[config.mk]
export PLATFORM = sky130hd
export DESIGN_NAME = rotary_paddle_decoder
export DESIGN_NICKNAME = d
export VERILOG_FILES = /design/src/rtl/pong_pkg.sv /design/src/rtl/quad_debounce.sv /design/src/rtl/rotary_paddle_decoder.sv
export SDC_FILE = /design/constraint.sdc
export NUM_CORES = 1
export LEC_CHECK = 0
export CAP_MARGIN = 20
export CORE_MARGIN = 3
export CORE_UTILIZATION = 40
export DETAILED_ROUTE_END_ITERATION = 10
export HOLD_SLACK_MARGIN = 0.02
export PLACE_DENSITY = 0.59
export SLEW_MARGIN = 10
export SYNTH_ARGS = -nofsm -noshare
export SYNTH_HDL_FRONTEND = slang
export SYNTH_SLANG_ARGS = --single-unit
[constraint.sdc]
create_clock -name Clock -period 2.63 [get_ports Clock]
set_input_delay 0.3945 -clock Clock [delete_from_list [all_inputs] [get_ports Clock]]
set_output_delay 0.3945 -clock Clock [all_outputs]
set_load 0.02 [all_outputs]
[src/rtl/pong_pkg.sv]
// Shared constants, encoder phase encodings and paddle position helpers for the
// pong game blocks.
package pong_pkg;

    localparam int SCREEN_HEIGHT = 480;
    localparam int PADDLE_HEIGHT = 64;
    localparam int POS_W         = 10;

    localparam logic [POS_W-1:0] POS_MIN_DEFAULT   = 10'd0;
    localparam logic [POS_W-1:0] POS_MAX_DEFAULT   = POS_W'(SCREEN_HEIGHT - PADDLE_HEIGHT);
    localparam logic [POS_W-1:0] POS_RESET_DEFAULT = 10'd208;

    // Encoder phases as {A,B}; the clockwise order is DET00 -> PH10 -> PH11 -> PH01.
    typedef enum logic [1:0] {
        DET00 = 2'b00,
        PH01  = 2'b01,
        PH10  = 2'b10,
        PH11  = 2'b11
    } enc_state_t;

    typedef enum logic {
        INIT  = 1'b0,
        TRACK = 1'b1
    } dec_state_t;

    function automatic logic [POS_W-1:0] step_up(
        input logic [POS_W-1:0] pos,
        input logic [POS_W:0]   step,
        input logic [POS_W-1:0] max_pos
    );
        logic [POS_W:0] sum;
        sum = {1'b0, pos} + step;
        return (sum > {1'b0, max_pos}) ? max_pos : sum[POS_W-1:0];
    endfunction

    // Compare before subtracting so an underflow can never wrap past the floor.
    function automatic logic [POS_W-1:0] step_down(
        input logic [POS_W-1:0] pos,
        input logic [POS_W:0]   step,
        input logic [POS_W-1:0] min_pos
    );
        if ({1'b0, pos} >= step + {1'b0, min_pos})
            return pos - step[POS_W-1:0];
        return min_pos;
    endfunction

endpackage

[src/rtl/quad_debounce.sv]
// Two-flop synchroniser and level debouncer for one raw encoder channel; also
// reports when the channel has been quiet long enough to trust its level.
module quad_debounce #(
    parameter int DEBOUNCE_CYCLES = 50000
) (
    input  logic clk,
    input  logic reset,
    input  logic raw,
    output logic level,
    output logic settled
);

    localparam int                CNT_W = $clog2(DEBOUNCE_CYCLES + 1);
    localparam logic [CNT_W-1:0] LAST  = CNT_W'(DEBOUNCE_CYCLES - 1);
    localparam logic [CNT_W-1:0] FULL  = CNT_W'(DEBOUNCE_CYCLES);

    logic             sync1;
    logic             sync2;
    logic [CNT_W-1:0] bounce_cnt;
    logic [CNT_W-1:0] settle_cnt;

    // NOTE: every register here uses <= so all flops sample pre-edge values,
    // which is what makes sync1 -> sync2 a real two-stage pipeline.
    always_ff @(posedge clk) begin
        if (reset) begin
            sync1      <= 1'b0;
            sync2      <= 1'b0;
            level      <= 1'b0;
            bounce_cnt <= '0;
            settle_cnt <= '0;
        end else begin
            sync1 <= raw;
            sync2 <= sync1;
            if (sync2 != level) begin
                settle_cnt <= '0;
                if (bounce_cnt == LAST) begin
                    level      <= sync2;
                    bounce_cnt <= '0;
                end else begin
                    bounce_cnt <= bounce_cnt + 1'b1;
                end
            end else begin
                bounce_cnt <= '0;
                // A change still inside the synchroniser must not count as quiet time.
                if (sync1 != level)
                    settle_cnt <= '0;
                else if (settle_cnt != FULL)
                    settle_cnt <= settle_cnt + 1'b1;
            end
        end
    end

    assign settled = (settle_cnt == FULL);

endmodule

[src/rtl/rotary_paddle_decoder.sv]
// Quadrature encoder decoder: debounces both encoder lines, turns detent entries
// into paddle steps and publishes the saturated position once per frame.
module rotary_paddle_decoder
    import pong_pkg::*;
#(
    parameter int               DEBOUNCE_CYCLES = 50000,
    parameter int               STEP_PIXELS     = 8,
    parameter logic [POS_W-1:0] POS_MIN         = POS_MIN_DEFAULT,
    parameter logic [POS_W-1:0] POS_MAX         = POS_MAX_DEFAULT,
    parameter logic [POS_W-1:0] POS_RESET       = POS_RESET_DEFAULT
) (
    input  logic             Clock,
    input  logic             Reset,
    input  logic             rota,
    input  logic             rotb,
    input  logic             FrameStart,
    output logic [POS_W-1:0] PaddlePos,
    output logic             Step,
    output logic             Dir,
    output logic             IllegalEvt
);

    localparam logic [POS_W:0] STEP_W = (POS_W + 1)'(STEP_PIXELS);

    logic a_level, b_level, a_settled, b_settled;

    quad_debounce #(.DEBOUNCE_CYCLES(DEBOUNCE_CYCLES)) u_deb_a (
        .clk     (Clock),
        .reset   (Reset),
        .raw     (rota),
        .level   (a_level),
        .settled (a_settled)
    );

    quad_debounce #(.DEBOUNCE_CYCLES(DEBOUNCE_CYCLES)) u_deb_b (
        .clk     (Clock),
        .reset   (Reset),
        .raw     (rotb),
        .level   (b_level),
        .settled (b_settled)
    );

    dec_state_t       state, state_nx;
    enc_state_t       prev, prev_nx, cur;
    logic [POS_W-1:0] target, target_nx;
    logic             step_nx, dir_nx, illegal_nx;

    assign cur = enc_state_t'({a_level, b_level});

    // NOTE: every output of this block gets a default first, so no path
    // through the case can leave a value unassigned and infer a latch.
    always_comb begin
        state_nx   = state;
        prev_nx    = prev;
        target_nx  = target;
        step_nx    = 1'b0;
        dir_nx     = Dir;
        illegal_nx = 1'b0;
        case (state)
            INIT: begin
                if (a_settled && b_settled) begin
                    prev_nx  = cur;
                    state_nx = TRACK;
                end
            end
            TRACK: begin
                prev_nx = cur;
                if ((cur ^ prev) == 2'b11) begin
                    illegal_nx = 1'b1;
                end else if (cur == DET00 && prev == PH01) begin
                    step_nx   = 1'b1;
                    dir_nx    = 1'b1;
                    target_nx = step_up(target, STEP_W, POS_MAX);
                end else if (cur == DET00 && prev == PH10) begin
                    step_nx   = 1'b1;
                    dir_nx    = 1'b0;
                    target_nx = step_down(target, STEP_W, POS_MIN);
                end
            end
            default: state_nx = INIT;
        endcase
    end

    always_ff @(posedge Clock) begin
        if (Reset) begin
            state      <= INIT;
            prev       <= DET00;
            target     <= POS_RESET;
            PaddlePos  <= POS_RESET;
            Step       <= 1'b0;
            Dir        <= 1'b0;
            IllegalEvt <= 1'b0;
        end else begin
            state      <= state_nx;
            prev       <= prev_nx;
            target     <= target_nx;
            Step       <= step_nx;
            Dir        <= dir_nx;
            IllegalEvt <= illegal_nx;
            // Publishes the pre-edge target, so a coincident step waits a frame.
            if (FrameStart)
                PaddlePos <= target;
        end
    end

endmodule

[Yosys cells after proc, flatten, opt, wreduce, memory -nomap -nowiden]
Index checks and enable logic that the tools add are counted.
Widths: inputs -> output; s select.
Operators by class
  magnitude comparators: 2
  add/sub/neg operators: 6
  muxes and demuxes: 19
  reduce and logical (&&, ||, !) cells: 14
  bitwise gates (word level): 5
  equal/unequal tests: 14
Operators with widths (number)
  $add 16x1->16 const B: 4
  $eq 16x16->1 const B: 4
  $mux 10: 5
  $ne 16x16->1 const B: 2
  $reduce_or 3->1: 5
  $mux 1: 12
  $add 10x4->11 const B: 1
  $gt 11x9->1 const B: 1
  $ge 10x4->1 const B: 1
  $sub 10x4->10 const B: 1
  $eq 2x2->1 const B: 2
  $ne 1x1->1: 4
  $not 1->1: 4
  $pmux 2 s2: 1
  $reduce_and 2->1: 2
  $logic_and 1x1->1: 3
  $reduce_and 3->1: 1
  $eq 2x1->1 const B: 1
  $logic_not 2->1: 1
  $mux 2: 1
  $ne 2x2->1 const B: 1
  $reduce_bool 2->1: 1
  $reduce_or 2->1: 1
  $xor 2x2->2: 1
Word-level totals
  output and inout port bits: 13
  bits in registers: 96

[Logic depth before layout (Yosys ltp)]
  word-level depth: 9
  depth in mapped cells: 8
  depth with buffers taken out: 7

[Hierarchy]
From an unflattened synthesis, not the netlist that was laid out.
Unflattened totals
  cell total of the unflattened synthesis: 493
  area total of the unflattened synthesis: 4390.5 µm²
Modules (own cells, without submodules)
  quad_debounce: seq. area each 700.7 µm², area each 1599.0 µm², times used 2, cells an instance 177
  rotary_paddle_decoder: seq. area each 400.4 µm², area each 1192.4 µm², times used 1, cells an instance 139

[Worst setup path before layout]
OpenSTA, ideal clock, no wires.
  path type: reg-to-reg
  from: register target[3]
  to: register target[7]
  arrival time: 1919 ps
  slack: 589 ps
  cell stages (with the launch flop): 7
  clock period less this slack: 2041 ps
  path through: dfxtp_1 ha_1 buf_1 nor4_1 o31a_1 a2111o_1 a311o_1
On the way
  longest elaborated chain between the ends: 9
  elaborated cells between the ends (all ways): 14
  classes of those cells: add/sub (2); order compare (2); mux (10)
Ends and longest elaborated chain
  start: declaration: RTL line rotary_paddle_decoder.sv:45  | logic [POS_W-1:0] target, target_nx;
  start signal: assignment: RTL line rotary_paddle_decoder.sv:96  | target <= target_nx;
  branches (longest 8 deep; another with $add 10x4->11)
  $mux 10 (*): RTL line rotary_paddle_decoder.sv:70  | end else if (cur == DET00 && prev == PH01) begin
Every way passes the cells marked *. The select of a mux whose other input is x is not followed.
A chain may end at the register's enable or synchronous reset.

[Worst setup path in the final report]
  from: register target[4]
  to: register target[8]
The elaborated chain is that of the path after synthesis.

==> impl_metrics.py <==
metrics = {
    "placed_design": {
        "portBuffers": 14,
        "dpl_cell_area_mm2": 0.00465,
        "routabilityCongestion": 0.792,
        "place_hpwl_um": 5670,
        "place_inst": 644,
    },
    "drt": {
        "vias": 3434,
        "wirelength_um": 8380,
        "drt_iter0_drc": 151,
        "drt-wirelength-per-cell_um": 12.7,
        "ant_nets": 0,
        "dr.pass1.iters": 4,
        "via_per_inst": 5.20,
        "route.detailed.drc": 0,
    },
    "worst_setup_path": {
        "cp-end-kind": "flop",
        "critical_path_peak_fanout": 14,
        "crit_chain": "ha_1 > and3_1 > nand3_1 > o2111ai_1 > a21boi_0 > o22ai_1",
        "slowest_delay_ns": 0.52,
        "reg2reg_from": "target[4]",
        "reg2reg_slack_ns": 0.27,
        "crit_path_top_delay_cell": "a21boi_0",
        "required_ns": 2.85,
        "critPathCapture": "target[8]",
        "start_kind": "flop",
        "crit_buf_inv": 0,
        "critPathLaunch": "target[4]",
        "r2r_cells": 6,
        "path_class": "flop to flop",
        "cp_top_family": "compound AO/OA/AOI/OAI gates",
        "critical_path_depth": 6,
        "arrival_ns": 2.58,
        "r2r-end": "target[8]",
    },
    "clocking": {
        "clk_latency_ns": 0.36,
        "path_clk_slew_ns": 0.09,
        "holdBufCountCts": 0,
        "clock_path_buffers": 2,
        "ctsResizeCount": 0,
        "cts_buffers": 9,
        "cts.sinks": 90,
        "h-tree-depth": 3,
        "ctsRootBufferMaster": "clkbuf_8",
        "cts_tree": "done",
        "cts_setup_buffers": 0,
    },
    "synthesis": {
        "synthCells": 510,
        "yosysWarningCount": 0,
        "synthSimpleGateAreaFrac_pct": 28.4,
        "ys_ff_latch": 90,
        "synthAdderAreaFrac_pct": 2.56,
        "avgSynthCellArea_um2": 8.63,
        "synth-compound-area-share_pct": 8.73,
        "netlist_area_mm2": 0.00440,
        "muxShareOfSynthArea_pct": 2.56,
        "synthXorXnorAreaFrac_pct": 11.7,
        "async_flop_share_pct": 0,
        "synth-edff-count": 0,
        "synthFlopType": "dfxtp_1",
        "ys_seq_area_share_pct": 40.9,
        "synth_top_family_by_area": "simple AND/OR/NAND/NOR gates",
        "synthDistinctLibCells": 63,
    },
    "grt": {
        "grt_max_degree": 22,
        "overflow": 0,
        "grt_usage_pct": 14.2,
        "grt_pass1_vias": 3158,
        "antenna_found_initial": 0,
        "grt_pass1_wl_um": 14600,
    },
    "cells_and_area": {
        "finalNonFillerCells": 660,
        "final_cell_area_mm2": 0.00484,
        "insertedDiodeCount": 0,
        "syn2layout_area_growth_pct": 9.92,
        "final_nets": 533,
        "nFillCells": 1016,
        "fin_util_pct": 46.0,
        "drive_gt1_share_pct": 7.06,
    },
    "worst_hold_path": {
        "hold_path_class": "flop to flop",
        "whs_path_depth": 1,
    },
    "timing": {
        "fmax_mhz": 424,
        "tns_ns": 0,
        "skew_ns": 0.00581,
        "fin_hold_ws_ns": 0.450,
        "drv_slew": 0,
        "rsz0062_at_grt": "false",
        "layout_min_cycle_time_ns": 2.36,
        "finalSetupViolCount": 0,
        "fin_crit_sh_pct": 89.7,
        "hold_violations": 0,
        "max_slew_margin_pct": 61.1,
        "worst_slew_pin_slew_ns": 0.581,
    },
    "floorplan": {
        "die_h_um": 111,
        "start_util_pct": 41.9,
        "rows": 37,
        "placeableCoreArea_mm2": 0.0105,
        "die_area_mm2": 0.0123,
        "die_w_um": 111,
        "ioPinCount": 18,
    },
    "pwr": {
        "power_density_mw_per_mm2": 487,
        "power_leakage_nw": 1.63,
        "irDropWorstVdd_mv": 0.252,
    },
    "job": {
        "maxCapViolations": 0,
    },
    "run_status": {
        "status": "finished clean",
    },
}
kinds of logic after synthesis:
kind of cell,Yosys count
simple gates,236
buf+inv,48
fa+ha+maj,9
mux,11
xor+xnor,59
compound gates,56
other cells,1
flops,90
routing by layer:
layer / global-route usage [%] / part of all wire [%] / vias to the layer above
met4: 6.65 / 1.8 / 0
met3: 3.06 / 2.9 / 12
met5: 0 / 0 / -
met1: 19.2 / 51 / 1600
li1: - / - / 1784
met2: 21.4 / 45 / 38
stage by stage:
step           setup slack (ns)  power (W)
5_1_grt                   0.111    0.00247
6_report                  0.272    0.00235
3_3_place_gp              0.414    0.00149
4_1_cts                   0.326    0.00240
2_1_floorplan             0.589    0.00147
3_5_place_dp              0.318    0.00149
cells in the final DEF, fill, tap and decap left out, types with 3 or more instances in the layout:
| master | instances |
|---|---|
| nand2_1 | 24 |
| inv_1 | 20 |
| nor3_1 | 10 |
| nand4b_1 | 3 |
| xnor2_1 | 36 |
| buf_4 | 10 |
| clkbuf_8 | 11 |
| a21o_1 | 3 |
| clkdlybuf4s50_1 | 14 |
| xor2_1 | 23 |
| nand3_1 | 21 |
| and4_1 | 9 |
| nor2_1 | 87 |
| nor2b_1 | 8 |
| nand4_1 | 13 |
| nor4_1 | 10 |
| conb_1 | 3 |
| a211o_1 | 4 |
| ha_1 | 9 |
| mux2i_1 | 9 |
| or4_1 | 3 |
| or3_1 | 10 |
| dfxtp_1 | 90 |
| nor4bb_1 | 4 |
| a21oi_1 | 15 |
| nor4b_1 | 3 |
| o21ai_0 | 11 |
| and3_1 | 14 |
| nand2b_1 | 3 |
report_power, final:
part	switching, W	leakage (nW)	internal (W)
logic	0.0000453	0.799	0.0000293
clock network	0.000497	0.100	0.000401
registers	0.00000878	0.727	0.00137
total	0.000551	1.63	0.00180
state kept, by name (all words and copies together), names as in the netlist:
name and count:
u_deb_a.settle_cnt 16, state 1, Dir 1, IllegalEvt 1, Step 1, u_deb_b.settle_cnt 16
u_deb_b.level 1, u_deb_b.sync1 1, u_deb_a.level 1, target 7, u_deb_a.bounce_cnt 16, u_deb_b.bounce_cnt 16
u_deb_a.sync2 1, u_deb_b.sync2 1, u_deb_a.sync1 1, PaddlePos 7, prev 2
cell usage after synthesis (all sizes together) (2+ instances only):
cell type  instances  area [µm²]
nor2              87         327
nor3              10        50.1
or3b               3        31.3
or4                4        33.8
or3               12        77.6
a211o              4        35.0
mux2               2        22.5
nand2             24        90.1
o311ai             2        17.5
and4               9        78.8
dfxtp             90        1800
xnor2             36         315
nand4             13        81.3
or2                2        12.5
o21ai             13        68.8
a21oi             15        75.1
a31oi              2        12.5
nand4b             3        26.3
inv               20        75.1
a211oi             2        15.0
buf               14        88.8
and3              14        87.6
nand3             21         105
ha                 9         113
clkbuf            14        55.1
nor2b              8        50.1
mux2i              9        90.1
o31a               2        17.5
a21o               3        22.5
nor4bb             4        40.0
nor4b              3        26.3
o22ai              2        12.5
nor4              10        62.6
nand2b             3        18.8
xor2              23         201
worst min path at each step:
stage / start / endpoint / slack [ns]
finish: u_deb_b.bounce_cnt[0] / u_deb_b.bounce_cnt[0] / 0.45
global route: u_deb_b.bounce_cnt[0] / u_deb_b.bounce_cnt[0] / 0.47
CTS: u_deb_b.bounce_cnt[0] / u_deb_b.bounce_cnt[0] / 0.45
detailed placement: u_deb_b.bounce_cnt[0] / u_deb_b.bounce_cnt[0] / 0.43
global placement: u_deb_b.bounce_cnt[0] / u_deb_b.bounce_cnt[0] / 0.43
floorplan: u_deb_b.bounce_cnt[0] / u_deb_b.bounce_cnt[0] / 0.41
layout make-up:
type	instances	area, µm²	area share, %
multi-input cells	374	2390	49.4
flip-flops and latches	90	1800	37.2
repair buffers	24	215	4.45
well taps	136	170	3.52
clock buffers	11	151	3.13
inverters	20	75.1	1.55
clock inverters	5	36.3	0.750
No activity file was read; power rests on OpenSTA's default activity.
